File: src/rtl/interconn_recv_buffer.sv
// Receive-side burst FIFO draining into the MVU data-memory write port.
// Optional source filter enabled by INTERCONN_RECV_SRC_FILTER_EN.
module interconn_recv_buffer #(
   parameter int N     = 8,
   parameter int W     = 64,
   parameter int BADDR = 15,
   parameter int DEPTH = 4
) (
   input  logic                     clk,
   input  logic                     clr,
   input  logic [N-1:0]             recv_from,
   input  logic                     recv_en,
   input  logic [BADDR-1:0]         recv_addr,
   input  logic [W-1:0]             recv_word,
   input  logic                     mem_busy,
   input  logic                     ovf_clr,
`ifdef INTERCONN_RECV_SRC_FILTER_EN
   input  logic [N-1:0]             src_mask,
   output logic [7:0]               filt_cnt,
`endif
   output logic                     mem_wr_en,
   output logic [BADDR-1:0]         mem_wr_addr,
   output logic [W-1:0]             mem_wr_data,
   output logic [N-1:0]             mem_wr_src,
   output logic [$clog2(DEPTH):0]   fifo_count,
   output logic                     full,
   output logic                     empty,
   output logic                     overflow
);

   localparam int PW = $clog2(DEPTH);
   localparam int CW = PW + 1;
   localparam int EW = N + BADDR + W;
   localparam logic [CW-1:0] DEPTH_C = CW'(DEPTH);

   logic [EW-1:0] store [DEPTH];
   logic [PW-1:0] wr_ptr;
   logic [PW-1:0] rd_ptr;
   logic [CW-1:0] cnt_nxt;
   logic [EW-1:0] head;
   logic          cand;
   logic          push;
   logic          pop;
   logic          drop;

`ifdef INTERCONN_RECV_SRC_FILTER_EN
   logic pass;
   logic filt;

   assign pass = |(recv_from & src_mask);
   assign filt = recv_en & ~pass;
   assign cand = recv_en & pass;

   always_ff @(posedge clk or negedge clr) begin
      if (!clr) begin
         filt_cnt <= '0;
      end else if (filt && filt_cnt != 8'hff) begin
         filt_cnt <= filt_cnt + 8'd1;
      end
   end
`else
   assign cand = recv_en;
`endif

   // Full FIFO still accepts when the head leaves on the same edge.
   assign pop  = (fifo_count != '0) && !mem_busy;
   assign push = cand && ((fifo_count != DEPTH_C) || pop);
   assign drop = cand && (fifo_count == DEPTH_C) && !pop;
   assign head = store[rd_ptr];

   always_comb begin
      cnt_nxt = fifo_count;
      unique case (1'b1)
         push && !pop: cnt_nxt = fifo_count + CW'(1);
         pop && !push: cnt_nxt = fifo_count - CW'(1);
         default:      cnt_nxt = fifo_count;
      endcase
   end

   always_ff @(posedge clk) begin
      if (push) begin
         store[wr_ptr] <= {recv_from, recv_addr, recv_word};
      end
   end

   always_ff @(posedge clk or negedge clr) begin
      if (!clr) begin
         wr_ptr     <= '0;
         rd_ptr     <= '0;
         fifo_count <= '0;
         full       <= 1'b0;
         empty      <= 1'b1;
      end else begin
         if (push) wr_ptr <= wr_ptr + PW'(1);
         if (pop)  rd_ptr <= rd_ptr + PW'(1);
         fifo_count <= cnt_nxt;
         full       <= (cnt_nxt == DEPTH_C);
         empty      <= (cnt_nxt == '0);
      end
   end

   always_ff @(posedge clk or negedge clr) begin
      if (!clr) begin
         mem_wr_en   <= 1'b0;
         mem_wr_addr <= '0;
         mem_wr_data <= '0;
         mem_wr_src  <= '0;
      end else begin
         mem_wr_en <= pop;
         if (pop) begin
            {mem_wr_src, mem_wr_addr, mem_wr_data} <= head;
         end
      end
   end

   // A drop on the same edge as a clear keeps the flag set.
   always_ff @(posedge clk or negedge clr) begin
      if (!clr) begin
         overflow <= 1'b0;
      end else if (drop) begin
         overflow <= 1'b1;
      end else if (ovf_clr) begin
         overflow <= 1'b0;
      end
   end

endmodule

File: config.mk
export PLATFORM = sky130hd
export DESIGN_NAME = interconn_recv_buffer
export DESIGN_NICKNAME = d
export VERILOG_FILES = /design/src/rtl/interconn_recv_buffer.sv
export SDC_FILE = /design/constraint.sdc
export NUM_CORES = 1
export LEC_CHECK = 0
export BUFFER_PORTS_ARGS = -buffer_cell sky130_fd_sc_hd__buf_4
export CORE_AREA = 10 10 147 284
export CTS_CLUSTER_SIZE = 14
export DETAILED_ROUTE_END_ITERATION = 12
export DIE_AREA = 0 0 157 294
export PLACE_DENSITY_LB_ADDON = 0.2
export REMOVE_ABC_BUFFERS = 1
export SYNTH_ARGS = -nofsm -noshare
export SYNTH_HDL_FRONTEND = slang
export SYNTH_SLANG_ARGS = --single-unit
File: constraint.sdc
create_clock -name clk -period 7.8 [get_ports clk]
set_input_delay 1.17 -clock clk [delete_from_list [all_inputs] [get_ports clk]]
set_output_delay 1.17 -clock clk [all_outputs]
set_load 0.02 [all_outputs]
Word level (Yosys, flattened, before mapping)
Memory sizes are Yosys's and may differ from the RTL's. A register that Yosys moved wholly into a read port is not among the register bits.
Index checks and enable logic that the tools add are counted.
{ "totals": {"register_bits": 11, "latchBits": 0, "mem_bits_rw": 348, "mem_bits_ro": 0, "in_bits": 92, "out_inout_bits": 94, "elab_cells": 34, "mem_count": 1} }
{ "memory_table": {"columns": ["name", "depth", "width", "rd", "rd_clocked_by_memory_dff", "write_ports", "line", "text"], "rows": [
  ["store", 4, 87, 1, 1, 1, "36", "logic [EW-1:0] store [DEPTH];"]
]} }
{ "classes": {"n_addsub": 4, "multipliers": 0, "n_div": 0, "order_cmp": 0, "n_eq_ne": 3, "shifts": 0, "n_mux": 5, "bitwise_logic": 0, "n_reduce_logical": 14} }
{ "ops": {"columns": ["op", "count"], "rows": [
  ["== test 3 bit, second input constant", 2],
  ["logical AND 1 bit", 6],
  ["case mux 3 bit (2 select lines)", 1],
  ["adder 2 x 1 -> 2 bit, second input constant", 2],
  ["logical NOT 1 bit", 4],
  ["2-to-1 mux 1 bit", 4],
  ["adder 3 x 1 -> 3 bit, second input constant", 1],
  ["logical NOT 3 bit", 1],
  ["inequality test 3 bit, second input constant", 1],
  ["nonzero test 3 bit", 1],
  ["subtractor 3 x 1 -> 3 bit, second input constant", 1],
  ["nonzero test 2 bit", 1],
  ["logical OR 1 bit", 1]
]} }

Depth between registers and ports, before layout
Gate-level depths: netlist of the first run.
{ "logic_depth": {"word_depth": 8, "ltp_mapped": 8, "depth_no_buf": 7} }

Worst setup path after synthesis of the first run
No wires, ideal clock.
{ "synth_timing": {"path_type": "input-to-reg", "from": "input recv_en", "to": "memory store[0][0] (netlist name) (enable)", "setup_time_ns": 0.455, "arrival_time_ns": 3.807, "setup_slack_ns": 3.538, "stages": 4, "cell_sequence": "buf_2 -> inv_1 -> a31oi_1 -> and2_1"} }
{ "synth_via": {"elab_chain_cells": 3} }
{ "synth_lines": {"columns": ["item", "line", "text"], "rows": [
  ["from (decl)", "12", "input logic recv_en,"],
  ["logical AND 1 bit", "67", "assign push = cand && ((fifo_count != DEPTH_C) || pop);"],
  ["2-to-1 mux 1 bit", "81", "if (push) begin"],
  ["2-to-1 mux 1 bit (not written as such)", "82", "store[wr_ptr] <= {recv_from, recv_addr, recv_word};"],
  ["to (decl)", "36", null]
]} }
No other way between the ends.

Worst setup path in the final report of the first run
{ "layout_timing": {"from": "input recv_en", "to": "memory store[3][18] (netlist name) (enable)"} }
Same word-level chain as after synthesis.

==> out/metrics.csv, run 1 <==
stage,metric,value,unit
floorplanning,die_w,157,µm
power,p_sw,2.30,mW
power,p_per_area,397,nW/µm²
logic_synthesis,ys_ff_latch,446,
worst_setup_path,critPathLaunchType,input port,
global_route,grt_start_max_net_pins,68,
timing,max_clock_freq,0.319,GHz
worst_setup_path,r2r_cells,3,
drt,drc,0,
placement,dp_hpwl,21.7,mm
worst_setup_path,timing.rr.start,rd_ptr[0]$_DFFE_PN0N_,
logic_synthesis,synthCells,708,
floorplanning,die-area,46200,µm²
drt,drtPass1Iterations,4,
worst_setup_path,crit_end,store[3][18]$_DFFE_PP_,
placement,portBuffers,185,
worst_setup_path,required,7950,ps
worst_hold_path,holdCritPathClass,register to register,
worst_setup_path,cp.arrival,3290,ps
logic_synthesis,synthSimpleGateAreaFrac,0.00883,
logic_synthesis,synth_top_family_by_area,multiplexers,
worst_setup_path,worstSetupEndpointType,register,
power,seqPwrFrac,0.459,
power,p_total,7.74,mW
drt,drt-initial-drc-count,407,
floorplanning,die_h,294,µm
worst_setup_path,startpoint,recv_en,
global_route,overflow,0,
timing,period_needed,3130,ps
drt,drt-total-wl,34.1,mm
timing,hold_slack,507,ps
worst_setup_path,worstReg2RegEnd,mem_wr_data[0]$_DFFE_PN0N_,
power,leakage,6.93,nW
worst_setup_path,r2r_slack,4760,ps
global_route,antenna_found_initial,2,
power,internal_power,5.44,mW
clocking,clock_path_buffers,3,
timing,finalClockSkew,14.6,ps
power,switching_share,0.297,
logic_synthesis,syn-cell-area,16400,µm²
power,p_comb_frac,0.299,
worst_hold_path,holdCritStartpoint,mem_wr_data[12]$_DFFE_PN0N_,
finish,layout_common_cells,"edfxtp_1, buf_4, dfrtp_1",
worst_setup_path,critPathMaxFanout,47,
timing,drv_slew,0,
outcome,status,"complete, no violations",
logic_synthesis,synth.avg_cell_area,23.2,µm²
global_route,grt_pass1_vias,8171,
finish,syn_to_final_growth,18.8,%
clocking,clock-sinks,446,
floorplanning,core,37200,µm²
clocking,cts_root_buf,clkbuf_16,
logic_synthesis,seq_area_frac_synth,0.785,
placement,place_congestion,0.740,
power,ir_drop,0.249,mV
timing,fin_setup_tns,0,ps
clocking,hold_buffers,0,
drt,drt.antenna.violating_nets,0,
timing,grt_setup_unrepaired,no,
flow_run,drv_cap,0,
floorplanning,start_util,0.442,
global_route,grtUsageTotal,0.148,
timing,worst_pin_slew,1020,ps
timing,fin_crit_sh,0.402,
logic_synthesis,yosysUniqueCellTypes,38,
logic_synthesis,synthAdderAreaFrac,0.00427,
finish,fill_cells,2953,
clocking,numCtsBuffers,39,
timing,setup_violations,0,
floorplanning,ios,186,
logic_synthesis,yosysWarnings,0,
finish,final_common_cell,edfxtp_1,
worst_setup_path,path_class,input port to register,
clocking,post_cts_resized,0,
floorplanning,rows,100,
clocking,cts_setup_buffers,0,
logic_synthesis,synth_mux_area_frac,0.180,
drt,vias_per_cell,5.27,
finish,nets,1007,
clocking,tritoncts,done,
clocking,clock_latency,530,ps
drt,post_drt_wl_per_cell,24.4,µm
clocking,cts_max_level,2,
drt,vias,7382,
timing,slew_headroom,0.320,
global_route,grt_pass1_wl,51.3,mm
power,p_clk_frac,0.241,
timing,hold_viol,0,
clocking,clk_pin_slew,60,ps
logic_synthesis,synth_xor_area_frac,0.00267,
finish,drive_above_1_share,0.454,
logic_synthesis,synth_compound_area_frac,0.00533,
[cell usage after synthesis, drive strengths merged]
master	n	area (µm²)
nand3	2	10.0
buf	23	154
nor2	3	11.3
nor3b	1	7.51
mux4	87	1960
o2111ai	2	17.5
xor2	3	26.3
edfxtp	348	10500
inv	8	30.0
fa	1	20.0
a31o	1	8.76
nand2b	2	12.5
a32oi	1	8.76
dfstp	1	26.3
mux2i	1	10.0
a31oi	2	12.5
xnor2	2	17.5
ha	4	50.1
and2	4	25.0
o22ai	1	6.26
or2	1	6.26
nand2	3	11.3
mux2	88	991
or4b	1	10.0
a22oi	1	7.51
o211ai	1	7.51
a221oi	1	8.76
dfrtp	97	2430
clkbuf	9	33.8
nor4b	1	8.76
or3b	1	8.76
nor3	1	5.00
o21ai	2	10.0
nand3b	3	22.5
nor2b	1	6.26
[power by group through the flow]
stage / Sequential [mW] / Clock, mW / Combinational [mW]
3_3_place_gp: 3.60 / 0 / 2.39
6_report: 3.56 / 1.87 / 2.32
3_5_place_dp: 3.62 / 0 / 2.40
5_1_grt: 3.63 / 2.01 / 2.49
4_1_cts: 3.58 / 1.93 / 2.41
2_1_floorplan: 3.94 / 0 / 1.20
[through the flow]
step	util	instances	cell area [µm²]	setup WS, ps
finish	0.525	1400	19500	4670
global route	0.525	1400	19500	4480
CTS	0.525	1399	19500	4620
detailed placement	0.492	1328	18300	4070
global placement	0.492	1328	18300	4120
floorplan	-	676	16200	1370
[routing by layer]
layer	part of all wire	GRT usage	wire length, µm
met5	0.00026	0	9
met4	0.020	0.0479	673
met3	0.047	0.0341	1620
met2	0.56	0.270	19100
met1	0.37	0.166	12700
[flip-flops by register name, indices dropped and copies added, names as in the netlist]
register and cells:
rd_ptr 2, full 1, mem_wr_en 1, overflow 1, store 348, mem_wr_data 64
wr_ptr 2, empty 1, mem_wr_addr 15, mem_wr_src 8, fifo_count 3
[critical path: stages]
cell     delay (ps)
buf_4           150
inv_1            60
a31oi_1         460
and2_4          670
buf_4           670
[worst min path at each step]
stage | endpoint | slack (ps) | cells after the start
finish | mem_wr_data[12]$_DFFE_PN0N_ | 510 | 1
global route | mem_wr_addr[7]$_DFFE_PN0N_ | 520 | 1
CTS | mem_wr_data[51]$_DFFE_PN0N_ | 510 | 1
detailed placement | mem_wr_data[5]$_DFFE_PN0N_ | 500 | 1
global placement | mem_wr_data[31]$_DFFE_PN0N_ | 490 | 1
floorplan | wr_ptr[1]$_DFFE_PN0P_ | 530 | 1
[layout make-up]
class / instances / area [µm²] / share of cell area
diodes: 1 / 2.50 / 0.000128
repair buffers: 193 / 1450 / 0.0742
multi-input cells: 222 / 3320 / 0.170
clock buffers: 69 / 1190 / 0.0610
flip-flops and latches: 446 / 12900 / 0.662
well taps: 459 / 574 / 0.0294
inverters: 8 / 30.0 / 0.00154
clock inverters: 2 / 33.8 / 0.00173
[kinds of logic (layout without fill, tap and decap cells)]
family / Yosys count / in the layout
flops: 446 / 446
fa+ha+maj: 5 / 5
other cells: 0 / 1
compound gates: 12 / 12
buf+inv: 40 / 272
mux: 176 / 176
xor+xnor: 5 / 5
simple gates: 24 / 24
Power figures use the tool's default switching activity.
==> run 2, diff against run 1 <==
- ABC_AREA: unset -> 1
- CORE_AREA: 10 10 147 284 -> 10 10 148 286
- DIE_AREA: 0 0 157 294 -> 0 0 158 296
- clock period: 7.8 -> 3.2 ns (I/O delays scaled with it)
==> out/metrics.csv, run 2 <==
stage,metric,value,unit
drt,drc,0,
worst_setup_path,required,3400,ps
global_route,grt_pass1_wl,59.8,mm
placement,place_congestion,0.763,
clocking,clk_pin_slew,60,ps
finish,final_common_cell,nor2_1,
finish,largest_register_ffs,348,
drt,drt.antenna.violating_nets,0,
power,p_sw,6.67,mW
worst_hold_path,holdCritPathClass,input port to async pin,
finish,layout_common_cells,"nor2_1, edfxtp_1, buf_4",
floorplanning,ios,186,
drt,drt-total-wl,39.0,mm
clocking,clock-sinks,446,
floorplanning,rows,101,
power,ir_drop,0.828,mV
timing,hold_viol,4,
logic_synthesis,synthSimpleGateAreaFrac,0.107,
finish,drive_above_1_share,0.180,
drt,drt-initial-drc-count,581,
logic_synthesis,synth_async_sr_flop_share,0.220,
logic_synthesis,yosysUniqueCellTypes,25,
logic_synthesis,synth.avg_cell_area,13.1,µm²
timing,fin_setup_tns,0,ps
worst_setup_path,critPathLaunchType,register,
logic_synthesis,synthTopCellsByCount,"nor2_1, edfxtp_1, o21ai_0",
clocking,hold_buffers,0,
global_route,grtUsageTotal,0.167,
finish,syn_to_final_growth,18.2,%
power,seqPwrFrac,0.444,
floorplanning,start_util,0.444,
drt,vias,10200,
logic_synthesis,synthCells,1282,
logic_synthesis,yosysWarnings,0,
power,p_comb_frac,0.319,
power,p_clk_frac,0.236,
placement,portBuffers,185,
timing,finalClockSkew,11.4,ps
timing,hold_slack,-9.35,ps
logic_synthesis,synth_compound_area_frac,0.0851,
clocking,post_cts_resized,0,
logic_synthesis,synth_mux_area_frac,0,
logic_synthesis,synthMostInstantiatedCell,nor2_1,
timing,grt_setup_unrepaired,no,
power,switching_share,0.347,
global_route,grt_start_max_net_pins,176,
power,internal_power,12.5,mW
power,leakage,7.19,nW
logic_synthesis,synth_xor_area_frac,0.00105,
worst_setup_path,crit_slowest_cell,nor2_4,
worst_setup_path,path_common_cell,nand2_1,
worst_setup_path,cp.arrival,2150,ps
drt,post_drt_wl_per_cell,20.1,µm
clocking,clock_latency,530,ps
placement,placed_cell_area,18600,µm²
timing,slew_headroom,0.427,
global_route,grt_pass1_vias,10400,
clocking,cts_root_buf,clkbuf_16,
finish,fin_cells,1944,
logic_synthesis,synth_top_area_frac,0.624,
floorplanning,die_w,158,µm
floorplanning,die_h,296,µm
worst_setup_path,worstSetupEndpointType,register,
global_route,overflow,0,
logic_synthesis,seq_area_frac_synth,0.770,
timing,drv_slew,0,
timing,period_needed,1940,ps
timing,setup_violations,0,
finish,nets,1548,
placement,place_inst,1873,
finish,top_register,store,
clocking,numCtsBuffers,39,
clocking,clock_path_buffers,3,
power,p_per_area,970,nW/µm²
worst_setup_path,max_stage_delay,440,ps
timing,max_clock_freq,0.515,GHz
logic_synthesis,syn-cell-area,16800,µm²
logic_synthesis,synth_top_family_by_area,simple AND/OR/NAND/NOR gates,
logic_synthesis,synthAdderAreaFrac,0.00418,
clocking,cts_max_level,2,
worst_setup_path,r2r_slack,1260,ps
global_route,antenna_found_initial,1,
outcome,failed_checks,negative hold slack,
timing,worst_pin_slew,859,ps
finish,stdcell_area,19800,µm²
timing,fin_crit_sh,0.607,
finish,fill_cells,3224,
logic_synthesis,ys_ff_latch,446,
clocking,cts_setup_buffers,0,
drt,vias_per_cell,5.22,
worst_setup_path,path_class,register to register,
floorplanning,die-area,46800,µm²
logic_synthesis,synth_ff_type,edfxtp_1,
clocking,tritoncts,done,
outcome,status,"complete, but fails checks",
logic_synthesis,synth_edf_count,348,
worst_setup_path,crit_chain,nand2_1 > inv_1 > nand2_1 > nand2_4 > nor2_4 > buf_12,
worst_setup_path,critPathMaxFanout,41,
drt,drtPass1Iterations,5,
logic_synthesis,synthTopCellsByArea,"edfxtp_1, dfrtp_1, nor2_1",
flow_run,drv_cap,0,
placement,dp_hpwl,22.7,mm
floorplanning,core,37800,µm²
logic_synthesis,synth_top_area_cell,edfxtp_1,
finish,reg_top3,"store x348, mem_wr_data x64, mem_wr_addr x15",
## run 2: path summary, 6_finish.rpt
path,start,end,cells after the start
max,fifo_count[2]$_DFF_PN0_,store[3][1]$_DFFE_PP_,6
min,clr,mem_wr_src[7]$_DFFE_PN0N_,1
max reg2reg,fifo_count[2]$_DFF_PN0_,store[3][1]$_DFFE_PP_,6
min reg2reg,store[1][56]$_DFFE_PP_,mem_wr_data[56]$_DFFE_PN0N_,2
max in group asynchronous,clr,mem_wr_data[19]$_DFFE_PN0N_,2
min in group clk,ovf_clr,overflow$_DFFE_PN0P_,2
## run 2: critical path, delay by kind of cell, from the launching register on
| kind | cells | cell delay (ps) |
|---|---|---|
| buffers and inverters | 2 | 380 |
| DFF | 1 | 420 |
| and+or+nand+nor | 4 | 790 |
## run 2: per-layer routing
layer  GRT usage  wire, µm
met1       0.193     15100
met2       0.299     20700
met3      0.0367      2240
met4      0.0565       940
met5           0        13
## run 2: final cells by class
type	count	area, µm²	area share
antenna	1	2.50	0.000126
clock buffer	65	1150	0.0579
clock inverter	5	72.6	0.00366
inverter	20	85.1	0.00430
multi-input combinational	739	3330	0.168
sequential	446	12900	0.652
tap	463	579	0.0293
timing repair buffer	205	1680	0.0847
## run 2: power groups by stage
stage,sequential [mW],clock (mW),combinational [mW]
after floorplan,9.52,0,2.71
final,8.54,4.54,6.14
after detailed placement,8.67,0,6.30
after global routing,8.67,4.90,6.89
after global placement,8.64,0,6.14
after CTS,8.56,4.67,6.31
## run 2: cell families after synthesis
kind of cell | count (synthesis)
AND/OR/NAND/NOR | 469
flip-flops | 446
AO/OA/AOI/OAI | 263
buffers and inverters | 97
adder cells (fa/ha/maj) | 5
XOR/XNOR | 2
## run 2: stage by stage
step / setup WS (ps) / power, mW / util
global placement: 1050 / 14.8 / 0.492
global route: 1090 / 20.5 / 0.524
finish: 1260 / 19.2 / 0.524
floorplan: -2260 / 12.2 / -
detailed placement: 1050 / 15.0 / 0.492
CTS: 1200 / 19.5 / 0.524
